$ cat config.mk
export PLATFORM = sky130hd
export DESIGN_NAME = serial_operand_serializer
export DESIGN_NICKNAME = d
export VERILOG_FILES = /design/src/rtl/serial_pkg.sv /design/src/rtl/piso_shift_reg.sv /design/src/rtl/serial_operand_serializer.sv
export SDC_FILE = /design/constraint.sdc
export NUM_CORES = 1
export LEC_CHECK = 0
export ABC_AREA = 0
export CORE_UTILIZATION = 35
export DETAILED_ROUTE_END_ITERATION = 8
export DONT_BUFFER_PORTS = 1
export GPL_TIMING_DRIVEN = 0
export PLACE_DENSITY = 0.58
export SLEW_MARGIN = 30
export SYNTH_ARGS = -nofsm -noshare
export SYNTH_HDL_FRONTEND = slang
export SYNTH_SLANG_ARGS = --single-unit
$ cat constraint.sdc
create_clock -name clk -period 1.9 [get_ports clk]
set_clock_uncertainty 0.1 [all_clocks]
set_input_delay 0.19 -clock clk [delete_from_list [all_inputs] [get_ports clk]]
set_output_delay 0.19 -clock clk [all_outputs]
set_load 0.02 [all_outputs]
$ cat src/rtl/serial_pkg.sv
`default_nettype none
// +----------------------------------------------------------------------------+
// | Module   : serial_pkg                                                      |
// | Purpose  : Shared types and helpers for the serial operand serializer.     |
// | Revision : 1.0                                                             |
// +----------------------------------------------------------------------------+
package serial_pkg;

    typedef enum logic [0:0] {
        IDLE  = 1'b0,
        SHIFT = 1'b1
    } state_t;

    // A length of zero or anything past the operand width means "send the whole word".
    function automatic int len_eff(input int in_len, input int w);
        return ((in_len == 0) || (in_len > w)) ? w : in_len;
    endfunction

endpackage
`default_nettype wire

$ cat src/rtl/piso_shift_reg.sv
`default_nettype none
// +----------------------------------------------------------------------------+
// | Module   : piso_shift_reg                                                  |
// | Purpose  : Parallel-in serial-out register, LSB first; load beats shift.   |
// | Revision : 1.0                                                             |
// +----------------------------------------------------------------------------+
module piso_shift_reg #(
    parameter int W = 8
) (
    input  logic         clk,
    input  logic         rst,
    input  logic         i_load,
    input  logic         i_shift,
    input  logic [W-1:0] i_d,
    output logic         o_bit0
);

    logic [W-1:0] r_sh;

    // On the last bit of a word a new word may load in the same edge; the load wins.
    always_ff @(posedge clk) begin
        if (rst) begin
            r_sh <= '0;
        end else if (i_load) begin
            r_sh <= i_d;
        end else if (i_shift) begin
            r_sh <= {1'b0, r_sh[W-1:1]};
        end
    end

    assign o_bit0 = r_sh[0];

endmodule
`default_nettype wire

$ cat src/rtl/serial_operand_serializer.sv
`default_nettype none
// +----------------------------------------------------------------------------+
// | Module   : serial_operand_serializer                                       |
// | Purpose  : Serializes operand pairs LSB-first for the serial adder.        |
// | Revision : 1.0                                                             |
// +----------------------------------------------------------------------------+
module serial_operand_serializer
    import serial_pkg::*;
#(
    parameter  int W  = 8,
    localparam int LW = $clog2(W + 1)
) (
    input  logic          clk,
    input  logic          rst,
    input  logic          in_vld,
    output logic          in_rdy,
    input  logic [W-1:0]  in_a,
    input  logic [W-1:0]  in_b,
    input  logic [LW-1:0] in_len,
    input  logic          out_en,
    output logic          vld,
    output logic          a,
    output logic          b,
    output logic          last,
    output logic          busy
);

    state_t        r_state;
    logic [LW-1:0] r_cnt;

    logic          w_busy;
    logic          w_accept;
    logic [LW-1:0] w_len_eff;

    assign w_busy    = (r_state == SHIFT);
    assign w_len_eff = LW'(len_eff(int'(in_len), W));

    assign busy   = w_busy;
    assign vld    = w_busy && out_en;
    assign last   = w_busy && (r_cnt == LW'(1));
    // Ready on the final bit lets the next word start with no bubble.
    assign in_rdy = (r_state == IDLE) || (vld && last);

    assign w_accept = in_vld && in_rdy;

    always_ff @(posedge clk) begin
        if (rst) begin
            r_state <= IDLE;
            r_cnt   <= '0;
        end else if (w_accept) begin
            r_state <= SHIFT;
            r_cnt   <= w_len_eff;
        end else if (vld) begin
            r_cnt <= r_cnt - LW'(1);
            if (last) begin
                r_state <= IDLE;
            end
        end
    end

    piso_shift_reg #(
        .W (W)
    ) u_sh_a (
        .clk     (clk),
        .rst     (rst),
        .i_load  (w_accept),
        .i_shift (vld),
        .i_d     (in_a),
        .o_bit0  (a)
    );

    piso_shift_reg #(
        .W (W)
    ) u_sh_b (
        .clk     (clk),
        .rst     (rst),
        .i_load  (w_accept),
        .i_shift (vld),
        .i_d     (in_b),
        .o_bit0  (b)
    );

endmodule
`default_nettype wire

**Word level (Yosys, flattened, before mapping)**

Cells that the tools add are included.

- Add/sub/neg operators: 1
- Magnitude comparators: 1
- Equality and inequality tests: 1
- Muxes and demuxes: 10
- Bitwise gates (word level): 1
- Reductions and logical operators: 10

Operators with widths:

| operator | count |
|---|---|
| 2-to-1 mux 8 bit | 4 |
| 2-to-1 mux 4 bit | 3 |
| == test 4 x 1 -> 1 bit, second input constant | 1 |
| > comparator 4 bit, second input constant | 1 |
| logical AND 1 bit | 4 |
| logical NOT 4 bit | 1 |
| nonzero test 2 bit | 2 |
| subtractor 4 x 1 -> 4 bit, second input constant | 1 |
| 2-to-1 mux 1 bit | 3 |
| logical OR 1 bit | 2 |
| AND reduction 2 bit | 1 |
| inverter 1 bit | 1 |

- Register bits: 21
- Input port bits: 24
- Output and inout port bits: 6
- Logic and storage cells: 28

**Longest topological paths before layout**

Gate-level depths: netlist of run 1.

- Depth in word-level cells: 7
- Depth in mapped cells: 7
- Gate-level depth less buffers: 6

**Hierarchy**

Synthesis of run 1 repeated with hierarchy kept, for this count alone.

- Cell total of the unflattened synthesis: 111
- Area total of the unflattened synthesis: 1091.0 um^2

By module, submodules not included:

| module | instances | cells each | area an instance (um^2) | sequential area each (um^2) |
|---|---|---|---|---|
| piso_shift_reg | 2 | 35 | 369.1 | 160.2 |
| serial_operand_serializer | 1 | 41 | 352.8 | 100.1 |

**Worst setup path before layout of run 1**

No wires, ideal clock.

- Path kind: flip-flop to flip-flop
- Start: register r_state, in the netlist busy
- End: register u_sh_b.r_sh[1]
- Library setup time: 0.144 ns
- Arrival time: 1.347 ns
- Required time: 1.656 ns
- Slack: 0.309 ns
- Cell stages (with the launch flop): 6
- Buffers on the path: 2
- Period minus slack after synthesis: 1.591 ns
- Cell sequence: dfxtp_1 > buf_4 > mux2_2 > buf_2 > nor2_1 > a211oi_2

- Longest elaborated chain between the ends: 5
- Elaborated cells on any way between the ends: 8
- Classes of those cells: 1 x mux; 1 x bitwise; 6 x reduce/logical

Ends and longest elaborated chain:

| what | line | source |
|---|---|---|
| from (decl) | serial_operand_serializer.sv:28 | `state_t r_state;` |
| from (signal assigned) | serial_operand_serializer.sv:48 | `r_state <= IDLE;` |
| from (signal assigned) | serial_operand_serializer.sv:51 | `r_state <= SHIFT;` |
| from (signal assigned) | serial_operand_serializer.sv:56 | `r_state <= IDLE;` |
| logical AND 1 bit (on tied branches) | serial_operand_serializer.sv:39, serial_operand_serializer.sv:40 |  |
| logical AND 1 bit | serial_operand_serializer.sv:42 | `assign in_rdy = (r_state == IDLE) \|\| (vld && last);` |
| logical OR 1 bit | serial_operand_serializer.sv:42 |  |
| logical AND 1 bit | serial_operand_serializer.sv:44 | `assign w_accept = in_vld && in_rdy;` |
| 2-to-1 mux 8 bit or nonzero test 2 bit (tied branches) | -- |  |
| to (signal assigned) | piso_shift_reg.sv:25 | `r_sh <= i_d;` |
| to (signal assigned) | piso_shift_reg.sv:27 | `r_sh <= {1'b0, r_sh[W-1:1]};` |
| to (decl) | piso_shift_reg.sv:18 | `logic [W-1:0] r_sh;` |

Parallel ways exist; a longest one is shown, timed or not.
A chain may end at the register's enable or synchronous reset.

**Final worst setup path of run 1**

- Start: register r_cnt[1]
- End: register r_cnt[1]

- Longest elaborated chain between the ends: 6
- Elaborated cells on any way between the ends: 9
- Classes of those cells: 1 x add/sub; 1 x eq/ne; 2 x mux; 5 x reduce/logical

Ends and longest elaborated chain:

| what | line | source |
|---|---|---|
| from (decl) | serial_operand_serializer.sv:29 | `logic [LW-1:0] r_cnt;` |
| from (signal assigned) | serial_operand_serializer.sv:52 | `r_cnt <= w_len_eff;` |
| from (signal assigned) | serial_operand_serializer.sv:54 | `r_cnt <= r_cnt - LW'(1);` |
| parallel branches: the longest is 6 deep, another holds subtractor 4 x 1 -> 4 bit | -- |  |

Parallel ways; which one is timed is not known. The select of a mux whose other input is x is not followed.

==> key figures, run 1 <==
Status
  – Outcome: finished, final reports clean

Logic synthesis
  – Most frequent cells after synthesis: 22 x nor2_1, 21 x dfxtp_1, 20 x a21oi_1, 16 x nand2_1, 12 x a211oi_2
  – Area contributors post-synth: dfxtp_1 37%, a211oi_2 13%, a21oi_1 8.8%
  – Number of enable flip-flop cells after synthesis: 0
  – Register area share after synthesis: 36.8%
  – Synth warn: 0
  – Count leader, synth: nor2_1
  – FF+latch count, synth: 21
  – Post-synth top flop: dfxtp_1
  – Synth unique cells: 30
  – Syn Inst Count: 132
  – Top cell type's share of synthesized area: 36.8%
  – Post-synth top area cell: dfxtp_1
  – Mapped Avg Cell Area: 8.65 um2
  – Syn Nets: 158
  – Ys async rst share: 0%
  – Mapped cell area: 0.00114 mm2

Critical path
  – Crit path cell chain: inv_1, ha_2, nand4bb_4, a21boi_2, buf_4, a31oi_1, a221oi_2
  – Critical Path RT: 2.04 ns
  – CP max FO: 10
  – RR Endpoint: r_cnt[1]
  – Crit path max-delay cell type: dfxtp_1
  – Max incr delay on CP: 0.34 ns
  – RR Startpoint: r_cnt[1]
  – Crit path kind: register to register
  – CP startpoint kind: register
  – Flop-to-flop setup slack: around 0.15 ns
  – Crit path capture type: register
  – Reg2Reg Depth: 7
  – CP arrival: 1.89 ns

Final layout
  – Core Util, Final: 42.4%
  – Area growth syn-to-layout: 14.2%
  – Diode count: 0
  – Share of layout cells above drive strength 1: 22.2%
  – Nets: 171
  – Layout Cells excl Fill: between 150 and 200

Floorplanning
  – Core ar.: about 0.0031 mm2
  – Boundary pin count: 30
  – Starting Density: a little under two fifths
  – Die area: 0.00350 mm2
  – Rows: 20
  – Die H: 59.1 um
  – Die W: 59.1 um

Global routing
  – First-pass GRT wire length: roughly 4300 um
  – Number of global-route vias before repair: between 900 and 1000
  – GR Overflow Total: 0
  – Total GRT Usage: 16.4%
  – Pin count of the biggest net entering global routing: 13
  – Initial antenna violation count: 0

Placement
  – DP Worst Slack: 0.0671 ns
  – GP Congestion: approximately 0.81
  – Port Buffer Count: 0
  – HPWL after DPL: roughly 1800 um
  – Inst Count DP: 176

CTS
  – H-tree depth: 1
  – Num CTS Buffers: 3
  – CTS clock-pin slew for the worst setup and hold paths: 0.12 ns
  – Clk Latency, worst-skew pair: 0.31 ns
  – CTS Sinks: 21
  – Longest Clk Path Bufs: 2
  – Root buffer cell: clkbuf_4
  – CTS tree: built

Routing
  – WL/cell: 13.6 um
  – Routed WL: 2560 um
  – Starting DRT DRC Count: 23
  – Vias: 995
  – ANT nets after route: 0
  – Drt drc: 0
  – Total iterations of the first detailed-routing run: 4
  – Vias per cell: between 5 and 6

Worst hold path
  – WHS Endpoint: r_cnt[3]
  – Hold_sp: rst
  – WHS Path Cells: 2
  – Worst min path class: primary input to register

Timing
  – Final min period: around 1.8 ns
  – RSZ-0062 raised after global routing: false
  – Slew margin rel.: 52.9%
  – Worst-Margin Slew: roughly 0.7 ns
  – Fin worst setup slack: around 0.15 ns
  – Final setup viols: 0
  – Final Hold Vio Count: 0
  – Fmax: 570 MHz
  – Tcrit/Tclk final: 92.3%
  – Fin. max-slew vios: 0
  – TNS Setup: 0 ns

Power and ir drop
  – Pwr/cell area: 759 mW/mm2
  – Max rail drop VDD: between 0.3 and 0.4 mV
  – Pleak: 0.000462 uW

Flow run
  – Max cap viols: 0
[flip-flops by register name, indices dropped and copies added (netlist names)]
name and count:
r_cnt 4, busy 1, u_sh_b.r_sh 8, u_sh_a.r_sh 8
[repair_timing]
action	4_1_cts	5_1_grt
setup buffers	0	2
hold endpoints to repair	5	0
resized for setup	0	3
endpoints found under the setup margin	0	11
hold buffers	6	0
[layout by cell type (no fill, tap or decap), types with 2 or more instances in the layout]
cell type and instances:
buf_2 2, dlygate4sd3_1 6, dfxtp_1 21, clkbuf_4 4
nor4_1 2, a211oi_2 12, a21oi_1 20, buf_4 6
inv_1 3, nand2b_1 3, buf_1 2, a211oi_1 2
nor2_1 22, nand2_1 16, nand4_1 3, a22oi_1 2
[per-layer routing]
| metal | vias to the layer above | global-route usage (%) | part of all wire [%] | routed length [um] |
|---|---|---|---|---|
| met1 | 478 | 18.9 | 43 | 1110 |
| met3 | 4 | 3.71 | 4.5 | 114 |
| li1 | 496 | - | - | - |
| met2 | 17 | 29.5 | 51 | 1300 |
| met5 | - | 0 | 0 | 0 |
| met4 | 0 | 6.12 | 1.4 | 36 |
[layout make-up]
cell class / instances / area, um2
Fill cell: 314 / 1770
Multi-Input combinational cell: 99 / 661
Sequential cell: 21 / 420
Timing Repair Buffer: 8 / 75.1
Buffer: 9 / 55.1
Tap cell: 44 / 55.1
Clock buffer: 3 / 22.5
Inverter: 3 / 11.3
Clock inverter: 1 / 5.00
[kinds of logic (layout without fill, tap and decap cells)]
group	count (synthesis)	count (layout)	synth area share, %
AOI/OAI and AO/OA	44	44	31.0
adders and majority gates	2	2	2.19
buffers and inverters	12	24	5.59
DFF	21	21	36.8
muxes	2	2	2.96
and+or+nand+nor	51	51	21.5
[metrics by stage]
stage / cell area, um2 / power, uW / hold WS (ns)
floorplan: 1140 / 715 / 0.244
global route: 1310 / 1060 / 0.00364
finish: 1310 / 990 / 0.00716
CTS: 1280 / 987 / 0.00462
detailed placement: 1200 / 760 / 0.255
global placement: 1200 / 752 / 0.256
[critical path: cells and delay by family, from the launching register on]
kind | cells | cell delay, ns
adder cells (fa/ha/maj) | 1 | 0.25
flip-flops | 1 | 0.34
AND/OR/NAND/NOR | 1 | 0.14
buffers and inverters | 2 | 0.32
AO/OA/AOI/OAI | 3 | 0.52
[power by group]
group	leakage [uW]	total (uW)	switching (uW)	internal (uW)
clock network	0.0000177	223	144	78.8
registers	0.000174	516	34.1	482
logic	0.000271	251	141	111
total	0.000462	990	319	671
[worst max-delay path by stage]
stage / startpoint / to / slack, ns / depth (start not counted)
after global routing: r_cnt[1] / r_cnt[1] / 0.02 / 7
after CTS: r_cnt[1] / u_sh_b.r_sh[4] / 0.04 / 7
after global placement: r_cnt[1] / u_sh_a.r_sh[2] / 0.13 / 7
final: r_cnt[1] / r_cnt[1] / 0.15 / 7
after detailed placement: r_cnt[1] / u_sh_b.r_sh[4] / 0.07 / 7
after floorplan: busy / u_sh_b.r_sh[1] / 0.31 / 5
No activity file was read; power rests on OpenSTA's default activity.
==> run 2: changes to the inputs <==
--- a/config.mk
+++ b/config.mk
@@ -6,11 +6,13 @@
 export NUM_CORES = 1
 export LEC_CHECK = 0
 export ABC_AREA = 0
+export CELL_PAD_IN_SITES_DETAIL_PLACEMENT = 1
+export CELL_PAD_IN_SITES_GLOBAL_PLACEMENT = 1
 export CORE_UTILIZATION = 35
 export DETAILED_ROUTE_END_ITERATION = 8
 export DONT_BUFFER_PORTS = 1
 export GPL_TIMING_DRIVEN = 0
-export PLACE_DENSITY = 0.58
+export PLACE_DENSITY = 0.72
 export SLEW_MARGIN = 30
 export SYNTH_ARGS = -nofsm -noshare
 export SYNTH_HDL_FRONTEND = slang
==> key figures, run 2 (same netlist as run 1, synthesis figures left out) <==
Status
  – Outcome: finished, final reports clean (unchanged)

Routing
  – ANT nets after route: 0 (unchanged)
  – Drt drc: 0 (unchanged)
  – Vias: 1033 (was 995)
  – Vias per cell: 5.44 (was 5.29)
  – Starting DRT DRC Count: 45 (was 23)
  – WL/cell: 16.5 um (was 13.6 um)
  – Total iterations of the first detailed-routing run: 3 (was 4)
  – Routed WL: 3130 um (was 2560 um)

Worst hold path
  – Worst min path class: primary input to register (unchanged)

Timing
  – Tcrit/Tclk final: 94.5% (was 92.3%)
  – Slew margin rel.: 54.0% (was 52.9%)
  – Final Hold Vio Count: 0 (unchanged)
  – Fmax: 557 MHz (was 570 MHz)
  – Tightest hold margin: 0.0252 ns (was 0.00716 ns)
  – TNS Setup: 0 ns (unchanged)
  – Final setup viols: 0 (unchanged)
  – Fin. max-slew vios: 0 (unchanged)
  – Worst-Margin Slew: 0.690 ns (was 0.706 ns)
  – Final min period: 1.80 ns (was 1.75 ns)

Placement
  – Dpl cell area: 0.00120 mm2 (unchanged)
  – HPWL after DPL: 2150 um (was 1850 um)
  – GP Congestion: 0.782 (was 0.806)
  – Inst Count DP: 176 (unchanged)
  – Port Buffer Count: 0 (unchanged)

CTS
  – Num CTS Buffers: 3 (unchanged)
  – CTS Sinks: 21 (unchanged)
  – CTS tree: built (unchanged)
  – Longest Clk Path Bufs: 2 (unchanged)
  – CTS clock-pin slew for the worst setup and hold paths: 0.14 ns (was 0.12 ns)
  – H-tree depth: 1 (unchanged)
  – Clk Latency, worst-skew pair: 0.32 ns (was 0.31 ns)
  – Root buffer cell: clkbuf_4 (unchanged)

Critical path
  – Max incr delay on CP: 0.48 ns (was 0.34 ns)
  – Worst setup startpoint: busy (was r_cnt[1])
  – Crit path to: u_sh_b.r_sh[5] (was r_cnt[1])
  – Crit path cell chain: buf_4, mux2_2, buf_2, nor2_1, a211oi_2 (was inv_1, ha_2, nand4bb_4, a21boi_2, buf_4, a31oi_1, a221oi_2)
  – Crit path capture type: register (unchanged)
  – Critical Path RT: 2.00 ns (was 2.04 ns)
  – CP startpoint kind: register (unchanged)
  – RR Startpoint: busy (was r_cnt[1])
  – Crit path max-delay cell type: dfxtp_1 (unchanged)
  – Crit path kind: register to register (unchanged)
  – CP max FO: 10 (unchanged)
  – CP arrival: 1.89 ns (about the same)
  – Reg2Reg Depth: 5 (was 7)
  – Flop-to-flop setup slack: 0.10 ns (was 0.15 ns)
  – RR Endpoint: u_sh_b.r_sh[5] (was r_cnt[1])

Final layout
  – Diode count: 0 (unchanged)
  – Area growth syn-to-layout: 16.0% (was 14.2%)
  – Final instance area: 0.00133 mm2 (was 0.00131 mm2)
  – Core Util, Final: 43.0% (was 42.4%)
  – Layout Cells excl Fill: 190 (was 188)
  – Leading cell type in the layout, fill and taps excluded: nor2_1 (unchanged)
  – Commonest non-fill, non-tap cells in the layout: 22 x nor2_1, 21 x dfxtp_1, 20 x a21oi_1 (unchanged)
  – Biggest regs: u_sh_a.r_sh: 8 flops, u_sh_b.r_sh: 8 flops, r_cnt: 4 flops (unchanged)
  – Nets: 173 (was 171)
  – Fill count: 380 (was 314)
  – Share of layout cells above drive strength 1: 22.6% (was 22.2%)

Floorplanning
  – Rows: 20 (unchanged)
  – Die area: 0.00350 mm2 (unchanged)
  – Core ar.: 0.00308 mm2 (unchanged)
  – Die W: 59.1 um (unchanged)
  – Starting Density: 37.1% (unchanged)
  – Boundary pin count: 30 (unchanged)
  – Die H: 59.1 um (unchanged)

Power and ir drop
  – Pleak: 0.000468 uW (was 0.000462 uW)
  – Pwr/cell area: 763 mW/mm2 (was 759 mW/mm2)
  – Max rail drop VDD: 0.445 mV (was 0.379 mV)

Global routing
  – Number of global-route vias before repair: 1112 (was 941)
  – GR Overflow Total: 0 (unchanged)
  – Total GRT Usage: 19.5% (was 16.4%)
  – Pin count of the biggest net entering global routing: 14 (was 13)
  – Initial antenna violation count: 0 (unchanged)
  – First-pass GRT wire length: 5090 um (was 4250 um)

Flow run
  – Max cap viols: 0 (unchanged)
## run 2: worst max-delay path: cells and delay by family (launching register included)
kind / cells / cell delay [ns]
DFF: 1 / 0.48
buffers and inverters: 2 / 0.45
muxes: 1 / 0.43
and+or+nand+nor: 1 / 0.16
AOI/OAI and AO/OA: 1 / 0.06
## run 2: through the flow
step / worst slack [ns] / total power, uW
floorplan: 0.309 / 715
global placement: 0.130 / 752
detailed placement: 0.0524 / 768
CTS: 0.0254 / 1010
global route: -0.00168 / 1060
finish: 0.104 / 1010
## run 2: final cells by class
cell class	instances	area [um2]	share of cell area, %
clock buffer	3	22.5	1.70
timing repair buffer	10	92.6	6.99
multi-input combinational	99	661	49.9
clock inverter	1	7.51	0.567
inverter	3	11.3	0.850
sequential	21	420	31.7
tap	44	55.1	4.15
buffer	9	55.1	4.15
## run 2: report_power, final
| part | switching [uW] | leakage (uW) | total, uW | internal [uW] |
|---|---|---|---|---|
| sequential | 36.1 | 0.000174 | 518 | 482 |
| clock | 149 | 0.0000139 | 229 | 80.3 |
| combinational | 149 | 0.000280 | 263 | 114 |
## run 2: worst min path at each step
stage | startpoint | end | slack (ns) | cells after the start
4_1_cts | in_b[3] | u_sh_b.r_sh[3] | 0.01 | 2
5_1_grt | in_b[3] | u_sh_b.r_sh[3] | 0.02 | 2
3_5_place_dp | in_len[2] | r_cnt[2] | 0.28 | 2
6_report | in_b[3] | u_sh_b.r_sh[3] | 0.03 | 2
2_1_floorplan | in_len[2] | r_cnt[2] | 0.24 | 2
3_3_place_gp | in_len[2] | r_cnt[2] | 0.25 | 2
## run 2: metal layers
layer	global-route usage (%)	wire length [um]	up-vias	share of wire, %
met3	4.37	109	2	3.5
met4	3.06	18	0	0.58
met1	21.8	1360	506	43
met5	0	0	-	0
li1	-	-	500	-
met2	37.8	1640	25	52
## run 2: repair_timing
action	in CTS	in global routing
resized for setup	0	3
hold buffers	7	0
hold endpoints to repair	6	0
endpoints found under the setup margin	0	11
buffers inserted	0	3
